`src/rtl/sramlike_axi_bridge_mp.sv`:
```
// Multi-port SRAM-like to single-beat AXI3 bridge: fixed-priority arbitration, one AR slot,
// per-port outstanding-read counters and a single in-flight write with cross-port RAW hold.
module sramlike_axi_bridge_mp #(
    parameter int unsigned NPORT     = 2,
    parameter int unsigned ADDR_KEEP = 29,
    parameter int unsigned MAX_RD    = 2
) (
    input  logic                 clk,
    input  logic                 resetn,
    input  logic [NPORT-1:0]     s_req,
    input  logic [NPORT-1:0]     s_wr,
    input  logic [2*NPORT-1:0]   s_size,
    input  logic [32*NPORT-1:0]  s_addr,
    input  logic [32*NPORT-1:0]  s_wdata,
    output logic [32*NPORT-1:0]  s_rdata,
    output logic [NPORT-1:0]     s_addr_ok,
    output logic [NPORT-1:0]     s_data_ok,
    output logic [3:0]           arid,
    output logic [31:0]          araddr,
    output logic [2:0]           arsize,
    output logic                 arvalid,
    input  logic                 arready,
    input  logic [3:0]           rid,
    input  logic [31:0]          rdata,
    input  logic                 rvalid,
    output logic                 rready,
    output logic [31:0]          awaddr,
    output logic [2:0]           awsize,
    output logic                 awvalid,
    input  logic                 awready,
    output logic [31:0]          wdata,
    output logic [3:0]           wstrb,
    output logic                 wvalid,
    input  logic                 wready,
    input  logic                 bvalid,
    output logic                 bready
);

    localparam logic [31:0] AddrMask = 32'((64'd1 << ADDR_KEEP) - 64'd1);

    typedef enum logic [1:0] {StIdle, StAwW, StResp} wr_state_e;

    wr_state_e   wr_state_q, wr_state_d;
    logic        aw_pend_q, w_pend_q;
    logic [3:0]  wr_owner_q;
    logic [31:0] wr_addr_q, wr_data_q;
    logic [1:0]  wr_size_q;
    logic        wr_resp_ok;

    logic        ar_valid_q;
    logic [3:0]  ar_id_q;
    logic [31:0] ar_addr_q;
    logic [1:0]  ar_size_q;

    logic [3:0]  rdcnt_q [NPORT];

    logic [NPORT-1:0] rd_elig, wr_elig, raw_hit, own_wr, rd_inc, rd_dec;
    logic             gnt_any, gnt_wr;
    logic [3:0]       gnt_idx;
    logic [31:0]      sel_addr, sel_wdata;
    logic [1:0]       sel_size;

    always_comb begin
        for (int i = 0; i < NPORT; i++) begin
            raw_hit[i] = (wr_state_q != StIdle) &&
                         (s_addr[32*i+2 +: ADDR_KEEP-2] == wr_addr_q[ADDR_KEEP-1:2]);
            own_wr[i]  = (wr_state_q != StIdle) && (wr_owner_q == 4'(i));
            rd_elig[i] = resetn && s_req[i] && !s_wr[i] && !ar_valid_q &&
                         (rdcnt_q[i] < 4'(MAX_RD)) && !own_wr[i] && !raw_hit[i];
            wr_elig[i] = resetn && s_req[i] && s_wr[i] && (wr_state_q == StIdle) &&
                         (rdcnt_q[i] == 4'd0);
        end
    end

    // Later iterations overwrite earlier ones, so the highest eligible index wins.
    always_comb begin
        gnt_any   = 1'b0;
        gnt_wr    = 1'b0;
        gnt_idx   = 4'd0;
        sel_addr  = 32'd0;
        sel_wdata = 32'd0;
        sel_size  = 2'd0;
        for (int i = 0; i < NPORT; i++) begin
            if (rd_elig[i] || wr_elig[i]) begin
                gnt_any   = 1'b1;
                gnt_wr    = s_wr[i];
                gnt_idx   = 4'(i);
                sel_addr  = s_addr[32*i +: 32];
                sel_wdata = s_wdata[32*i +: 32];
                sel_size  = s_size[2*i +: 2];
            end
        end
    end

    always_comb begin
        for (int i = 0; i < NPORT; i++) begin
            s_addr_ok[i] = gnt_any && (gnt_idx == 4'(i));
            rd_inc[i]    = s_addr_ok[i] && !gnt_wr;
            rd_dec[i]    = resetn && rvalid && (rid == 4'(i));
            s_data_ok[i] = rd_dec[i] || (wr_resp_ok && (wr_owner_q == 4'(i)));
            s_rdata[32*i +: 32] = rdata;
        end
    end

    always_ff @(posedge clk) begin
        for (int i = 0; i < NPORT; i++) begin
            if (!resetn) begin
                rdcnt_q[i] <= 4'd0;
            end else if (rd_inc[i] && !rd_dec[i]) begin
                rdcnt_q[i] <= rdcnt_q[i] + 4'd1;
            end else if (rd_dec[i] && !rd_inc[i] && (rdcnt_q[i] != 4'd0)) begin
                rdcnt_q[i] <= rdcnt_q[i] - 4'd1;
            end
        end
    end

    // Grant requires an empty slot, so load and handshake never collide.
    always_ff @(posedge clk) begin
        if (!resetn) begin
            ar_valid_q <= 1'b0;
            ar_id_q    <= 4'd0;
            ar_addr_q  <= 32'd0;
            ar_size_q  <= 2'd0;
        end else begin
            if (ar_valid_q && arready) ar_valid_q <= 1'b0;
            if (gnt_any && !gnt_wr) begin
                ar_valid_q <= 1'b1;
                ar_id_q    <= gnt_idx;
                ar_addr_q  <= sel_addr & AddrMask;
                ar_size_q  <= sel_size;
            end
        end
    end

    assign arvalid = ar_valid_q;
    assign arid    = ar_id_q;
    assign araddr  = ar_addr_q;
    assign arsize  = {1'b0, ar_size_q};
    assign rready  = resetn;

    always_ff @(posedge clk) begin
        if (!resetn) wr_state_q <= StIdle;
        else         wr_state_q <= wr_state_d;
    end

    always_comb begin
        wr_state_d = wr_state_q;
        case (wr_state_q)
            StIdle:  if (gnt_any && gnt_wr) wr_state_d = StAwW;
            StAwW:   if ((!aw_pend_q || awready) && (!w_pend_q || wready)) wr_state_d = StResp;
            StResp:  if (bvalid) wr_state_d = StIdle;
            default: wr_state_d = StIdle;
        endcase
    end

    always_comb begin
        awvalid    = 1'b0;
        wvalid     = 1'b0;
        bready     = 1'b0;
        wr_resp_ok = 1'b0;
        case (wr_state_q)
            StAwW: begin
                awvalid = aw_pend_q;
                wvalid  = w_pend_q;
            end
            StResp: begin
                bready     = 1'b1;
                wr_resp_ok = bvalid;
            end
            default: ;
        endcase
        case (wr_size_q)
            2'd0:    wstrb = 4'b0001 << wr_addr_q[1:0];
            2'd1:    wstrb = 4'b0011 << wr_addr_q[1:0];
            default: wstrb = 4'b1111;
        endcase
    end

    always_ff @(posedge clk) begin
        if (!resetn) begin
            aw_pend_q  <= 1'b0;
            w_pend_q   <= 1'b0;
            wr_owner_q <= 4'd0;
            wr_addr_q  <= 32'd0;
            wr_data_q  <= 32'd0;
            wr_size_q  <= 2'd0;
        end else if (wr_state_q == StIdle && gnt_any && gnt_wr) begin
            aw_pend_q  <= 1'b1;
            w_pend_q   <= 1'b1;
            wr_owner_q <= gnt_idx;
            wr_addr_q  <= sel_addr & AddrMask;
            wr_data_q  <= sel_wdata;
            wr_size_q  <= sel_size;
        end else begin
            if (awvalid && awready) aw_pend_q <= 1'b0;
            if (wvalid && wready)   w_pend_q  <= 1'b0;
        end
    end

    assign awaddr = wr_addr_q;
    assign awsize = {1'b0, wr_size_q};
    assign wdata  = wr_data_q;

endmodule

```
`config.mk`:
```
export PLATFORM = sky130hd
export DESIGN_NAME = sramlike_axi_bridge_mp
export DESIGN_NICKNAME = d
export VERILOG_FILES = /design/src/rtl/sramlike_axi_bridge_mp.sv
export SDC_FILE = /design/constraint.sdc
export NUM_CORES = 1
export LEC_CHECK = 0
export ABC_AREA = 1
export BUFFER_PORTS_ARGS = -buffer_cell sky130_fd_sc_hd__buf_4
export CORE_AREA = 2 2 141 143
export DETAILED_ROUTE_END_ITERATION = 10
export DIE_AREA = 0 0 143 145
export PLACE_DENSITY = 0.81
export SLEW_MARGIN = 20
export SYNTH_ARGS = -nofsm -noshare
export SYNTH_HDL_FRONTEND = slang
export SYNTH_SLANG_ARGS = --single-unit
```
`constraint.sdc`:
```
create_clock -name clk -period 5.6 [get_ports clk]
set_input_delay 1.12 -clock clk [delete_from_list [all_inputs] [get_ports clk]]
set_output_delay 1.12 -clock clk [all_outputs]
set_load 0.02 [all_outputs]
```
==> results of run 1 <==
[worst paths after layout]
kind,endpoint,from,depth (start not counted)
worst min-delay path,arid[0]$_SDFFE_PN0P_,arid[0]$_SDFFE_PN0P_,2
worst max register to register,arvalid$_SDFFE_PN0P_,awaddr[6]$_SDFFE_PN0P_,15
worst max-delay path,s_addr_ok[0],s_addr[39],11
worst min register to register,arid[0]$_SDFFE_PN0P_,arid[0]$_SDFFE_PN0P_,2
[flip-flops by register name (all words and copies together), names as in the netlist]
name        flops
awaddr         29
ar_size_q       2
wr_size_q       2
w_pend_q        1
wdata          32
arid            1
araddr         29
arvalid         1
rdcnt_q         8
aw_pend_q       1
wr_state_q      2
wr_owner_q      1
[synthesized netlist by cell type (all sizes together)]
| master | instances | area (sq um) |
|---|---|---|
| a21boi | 1 | 7.51 |
| a21oi | 9 | 56.3 |
| a31oi | 1 | 6.26 |
| buf | 120 | 856 |
| clkbuf | 11 | 41.3 |
| conb | 1 | 3.75 |
| dfxtp | 101 | 2020 |
| edfxtp | 8 | 240 |
| fa | 1 | 20.0 |
| ha | 5 | 62.6 |
| inv | 217 | 815 |
| nand2 | 323 | 1220 |
| nand3 | 238 | 1200 |
| nand4 | 6 | 37.5 |
| nor2 | 104 | 398 |
| nor3 | 6 | 40.0 |
| nor4 | 1 | 6.26 |
| o211ai | 2 | 15.0 |
| o21ai | 10 | 50.1 |
| o21bai | 2 | 15.0 |
| o31ai | 2 | 15.0 |
| or2 | 1 | 6.26 |
| xnor2 | 32 | 280 |
| xor2 | 4 | 35.0 |
[per-stage QoR]
| step | total power [uW] | instances | worst slack, ns |
|---|---|---|---|
| 2_1_floorplan | 1190 | 1216 | 1.99 |
| 3_3_place_gp | 1300 | 1608 | 1.46 |
| 3_5_place_dp | 1310 | 1608 | 1.44 |
| 4_1_cts | 2010 | 1624 | 1.43 |
| 5_1_grt | 2100 | 1624 | 1.21 |
| 6_report | 1990 | 1624 | 1.43 |
[area by class of cell]
class,instances,area [sq um]
inverters,217,815
fillers,1968,10000
repair buffers,258,1940
flip-flops and latches,109,2260
clock buffers,12,268
clock inverters,4,52.6
well taps,265,332
multi-input cells,759,3510
[worst min-delay path, cell delays in order, from the launching register on]
cell and delay, ns:
dfxtp_1 0.32, nand3_1 0.09, nand2_1 0.05
[routing by layer]
layer / share of wire, % / GRT usage [%]
met1: 39 / 24.4
met5: 0.056 / 0
met4: 2.9 / 9.16
met3: 9.2 / 6.63
met2: 49 / 38.8
[logic make-up after synthesis]
group,Yosys count,share of synthesized area (%)
AND/OR/NAND/NOR,679,39.0
buffers and inverters,348,23.0
flip-flops,109,30.4
XOR/XNOR,36,4.24
AO/OA/AOI/OAI,27,2.22
adder cells (fa/ha/maj),6,1.11
other,1,0.0504
[report_power, final]
group | internal (uW) | leakage [uW] | switching, uW
logic | 189 | 0.00418 | 256
clock network | 388 | 0.000154 | 306
registers | 820 | 0.000902 | 27.1
==> metrics.md, run 1 <==
| Metric | Value |
|---|---|
| Outcome | finished clean |
| Setup Buffers After CTS | 0 |
| Leak | 0.00524 uW |
| Synth Cell Area | 0.00744 sq mm |
| Clock Latency Late Sink | 0.35 ns |
| Die Ht | 145 microns |
| Final instance area | 0.00918 sq mm |
| Core outline area | 0.0192 sq mm |
| CP required | roughly 4.5 ns |
| Post-CTS sizing | 0 |
| Die area | around 0.021 sq mm |
| Most frequent cells in the layout | nand2_1 (318), buf_4 (258), nand3_1 (237) |
| Cts hold-fix bufs | 0 |
| Global route total overflow | 0 |
| Width of the chip | between 100 and 150 microns |
| Final hold slack | roughly 0.50 ns |
| Routability cong. | 0.848 |
| Htree depth | 3 |
| WS Path Type | input port to output port |
| DR DRC count | 0 |
| Drt first-iter violations | between 400 and 500 |
| Post-synthesis cell type count | 33 |
| Rows | approximately 50 |
| CP endpoint kind | output port |
| Tmin final | roughly 4.2 ns |
| Port bufs | 248 |
| Unrepaired setup endpoints after global routing | no |
| Initial antenna violation count | 1 |
| Worst EP arrival | 3.05 ns |
| Layout cells sized above 1 | between 20% and 30% |
| Vias | 7658 |
| Worst R2R Setup Slack | 2.48 ns |
| Ant. Diodes | 0 |
| Synth warn | 0 |
| Slowest stage delay, CP | 0.42 ns |
| Critical path's top delay family | simple AND/OR/NAND/NOR gates |
| Final Hold Vio Count | 0 |
| Routed len/inst | 14.3 microns |
| WP buf/inv | 2 |
| Worst VDD drop | 0.138 mV |
| PwrDens | 216 mW/mm^2 |
| Pre-antenna DRT Iters | 5 |
| Max-slew violation count | 0 |
| CP max-delay cell | nand2_2 |
| Maximum clock path buffer count | 2 |
| First-pass GRT wire length | 36.3 mm |
| CTS tree | done |
| Worst-margin pin slew | 1.11 ns |
| Wirelength, routed | around 23 mm |
| Ports | 362 |
| Worst-path cell chain | buf_4 > nand2_1 > nand2_1 > nor2_1 > nand2_1 > nor2_1 > nand2_1 > o21bai_1 > nand2_2 > a21oi_1 > buf_4 |
| CP dominant cell by count | nand2_1 |
| Headroom to the max-slew limit | 25.9% |
| Avg Cell Area, Syn | 6.17 sq um |
| Worst Skew | 0.0130 ns |
| Most common cell after layout, fill and taps aside | nand2_1 |
| Syn Inst Count | 1206 |
| Root buf cell | clkbuf_16 |
| Num CTS Buffers | 9 |
| Nets | 1539 |
| Sequential element share of the synthesized area | between 30% and 40% |
| Vias per std cell | ~4.7 |
| CP max FO | 31 |
| Part of the cycle the worst path needs | about three quarters |
| Initial Utilization | 38.8% |
| Area grow syn2layout | 23.3% |
| Vias in the first global route | around 7300 |
| Final HPWL DP | 17.0 mm |
| CP Launch Type | input port |
| Antenna-violating nets left | 0 |
| Yosys reg bits | about 110 |
| Total GRT Usage | 22.0% |
| Post-layout util | 47.8% |
| Hold Path Class | register to register |
| Clock Pin Slew Worst Setup and Hold Paths | 0.08 ns |
| Max Cap Violations | 0 |
| Placed instance area | 0.00886 sq mm |
| Final setup vio count | 0 |
| CTS sink count | 109 |
| Largest net degree at the start of global routing | 53 |
| Fmax | 0.240 GHz |
| Setup_tns | 0 ns |
Note: power is estimated with default switching activity, not from simulation.
==> run 2, diff against run 1 <==
- clock period: 5.6 -> 4.3 ns (I/O delays scaled with it)
==> metrics.md, run 2 (synthesis results as in run 1) <==
| Metric | Value |
|---|---|
| Width of the chip | 143 microns |
| Die area | between 0.02 and 0.025 sq mm |
| Most frequent cells in the layout | nand2_1 (318), buf_4 (258), nand3_1 (237) |
| WS Path Type | input port to output port |
| Outcome | finished clean |
| Initial antenna violation count | 1 |
| CP required | 3.44 ns |
| Rows | 51 |
| Wirelength, routed | 23.3 mm |
| CP max FO | 25 |
| Layout cells sized above 1 | 21.2% |
| Post-CTS sizing | 0 |
| Nets | 1541 |
| Largest net degree at the start of global routing | 54 |
| Ports | 362 |
| Clock Pin Slew Worst Setup and Hold Paths | ~0.08 ns |
| Final HPWL DP | about 17 mm |
| Hold Path Class | register to register |
| Final setup vio count | 0 |
| CP endpoint kind | output port |
| Unrepaired setup endpoints after global routing | no |
| Final Hold Vio Count | 0 |
| Routability cong. | around 0.84 |
| Root buf cell | clkbuf_16 |
| Routed len/inst | ~14 microns |
| DR DRC count | 0 |
| Clock Latency Late Sink | 0.36 ns |
| Fmax | around 0.3 GHz |
| Worst EP arrival | around 2.5 ns |
| CTS sink count | 109 |
| Setup Buffers After CTS | 0 |
| Global route total overflow | 0 |
| Worst VDD drop | around 0.18 mV |
| Post-layout util | a little under half |
| Worst-margin pin slew | just over 0.8 ns |
| Cts hold-fix bufs | 0 |
| Vias in the first global route | 7152 |
| First-pass GRT wire length | roughly 36 mm |
| PwrDens | 279 mW/mm^2 |
| Area grow syn2layout | 23.8% |
| Max FFs per register | 32 |
| CP Launch Type | input port |
| Drt first-iter violations | 501 |
| Tmin final | 3.38 ns |
| Maximum clock path buffer count | 2 |
| Headroom to the max-slew limit | a little under half |
| Die Ht | 145 microns |
| Leak | 0.00525 uW |
| CTS tree | done |
| Core outline area | 0.0192 sq mm |
| Part of the cycle the worst path needs | 78.7% |
| Htree depth | 3 |
| Max-slew violation count | 0 |
| Max Cap Violations | 0 |
| Vias | about 7600 |
| Total GRT Usage | 21.8% |
| Worst Skew | roughly 0.012 ns |
| Port bufs | 248 |
| Footprint of the multi-input gates | 0.00351 sq mm |
| Initial Utilization | 38.8% |
| Filler cells | approximately 1900 |
| Vias per std cell | 4.69 |
| Reg area | 0.00226 sq mm |
| Pre-antenna DRT Iters | 5 |
| Most common cell after layout, fill and taps aside | nand2_1 |
| Setup_tns | 0 ns |
| Antenna-violating nets left | 0 |
| Num CTS Buffers | 9 |
## run 2: changes by cell type in the layout (fill, tap and decap cells not counted)
cell        change
inv_4           -1
inv_6           +3
diode_2         +1
clkinvlp_4      -1
clkbuf_1        -1
buf_12          +2
clkbuf_8        +1
bufinv_16       -1
## run 2: metrics by stage
stage	setup WS [ns]	hold WS (ns)	power (uW)	cells	cell area (sq um)
after floorplan	1.21	0.472	1550	1216	7480
after global placement	0.892	0.456	1700	1610	8900
after detailed placement	0.828	0.468	1710	1610	8900
after CTS	0.957	0.482	2610	1626	9210
after global routing	0.748	0.511	2710	1626	9210
final	0.915	0.484	2570	1627	9210
## run 2: final cells by class
| class | instances | share of cell area [%] |
|---|---|---|
| tap | 265 | 3.60 |
| clock buffer | 12 | 3.01 |
| timing repair buffer | 260 | 21.5 |
| sequential | 109 | 24.6 |
| multi-input combinational | 759 | 38.1 |
| clock inverter | 4 | 0.380 |
| inverter | 217 | 8.84 |
| antenna | 1 | 0.0272 |
## run 2: worst paths after layout
kind | start | end | slack [ns] | cells after the start
setup / recovery | s_addr[39] | s_addr_ok[1] | 0.92 | 12
hold / removal | arid[0]$_SDFFE_PN0P_ | arid[0]$_SDFFE_PN0P_ | 0.48 | 2
setup reg to reg | awaddr[6]$_SDFFE_PN0P_ | rdcnt_q[1][3]$_SDFFCE_PN0P_ | 1.39 | 18
hold reg to reg | arid[0]$_SDFFE_PN0P_ | arid[0]$_SDFFE_PN0P_ | 0.48 | 2
## run 2: per-layer routing
metal	share of wire [%]	vias to the layer above	GRT usage (%)
li1	-	3887	-
met1	39	3372	25.0
met2	49	335	38.0
met3	9.1	34	6.20
met4	2.2	2	8.66
met5	0.069	-	0
## run 2: power by group
group          switching [uW]  internal, uW
Clock                     420           469
Combinational             335           249
Sequential               34.9          1070
Total                     789          1780
## run 2: worst max-delay path, cell delays in order
cell	delay [ns]
buf_4	0.09
inv_1	0.04
nand2_1	0.05
nand2_1	0.05
nor2_1	0.18
nand2_1	0.11
nor2_1	0.24
nand2_1	0.12
o21bai_1	0.23
nand2_2	0.11
buf_4	0.24
buf_4	0.19
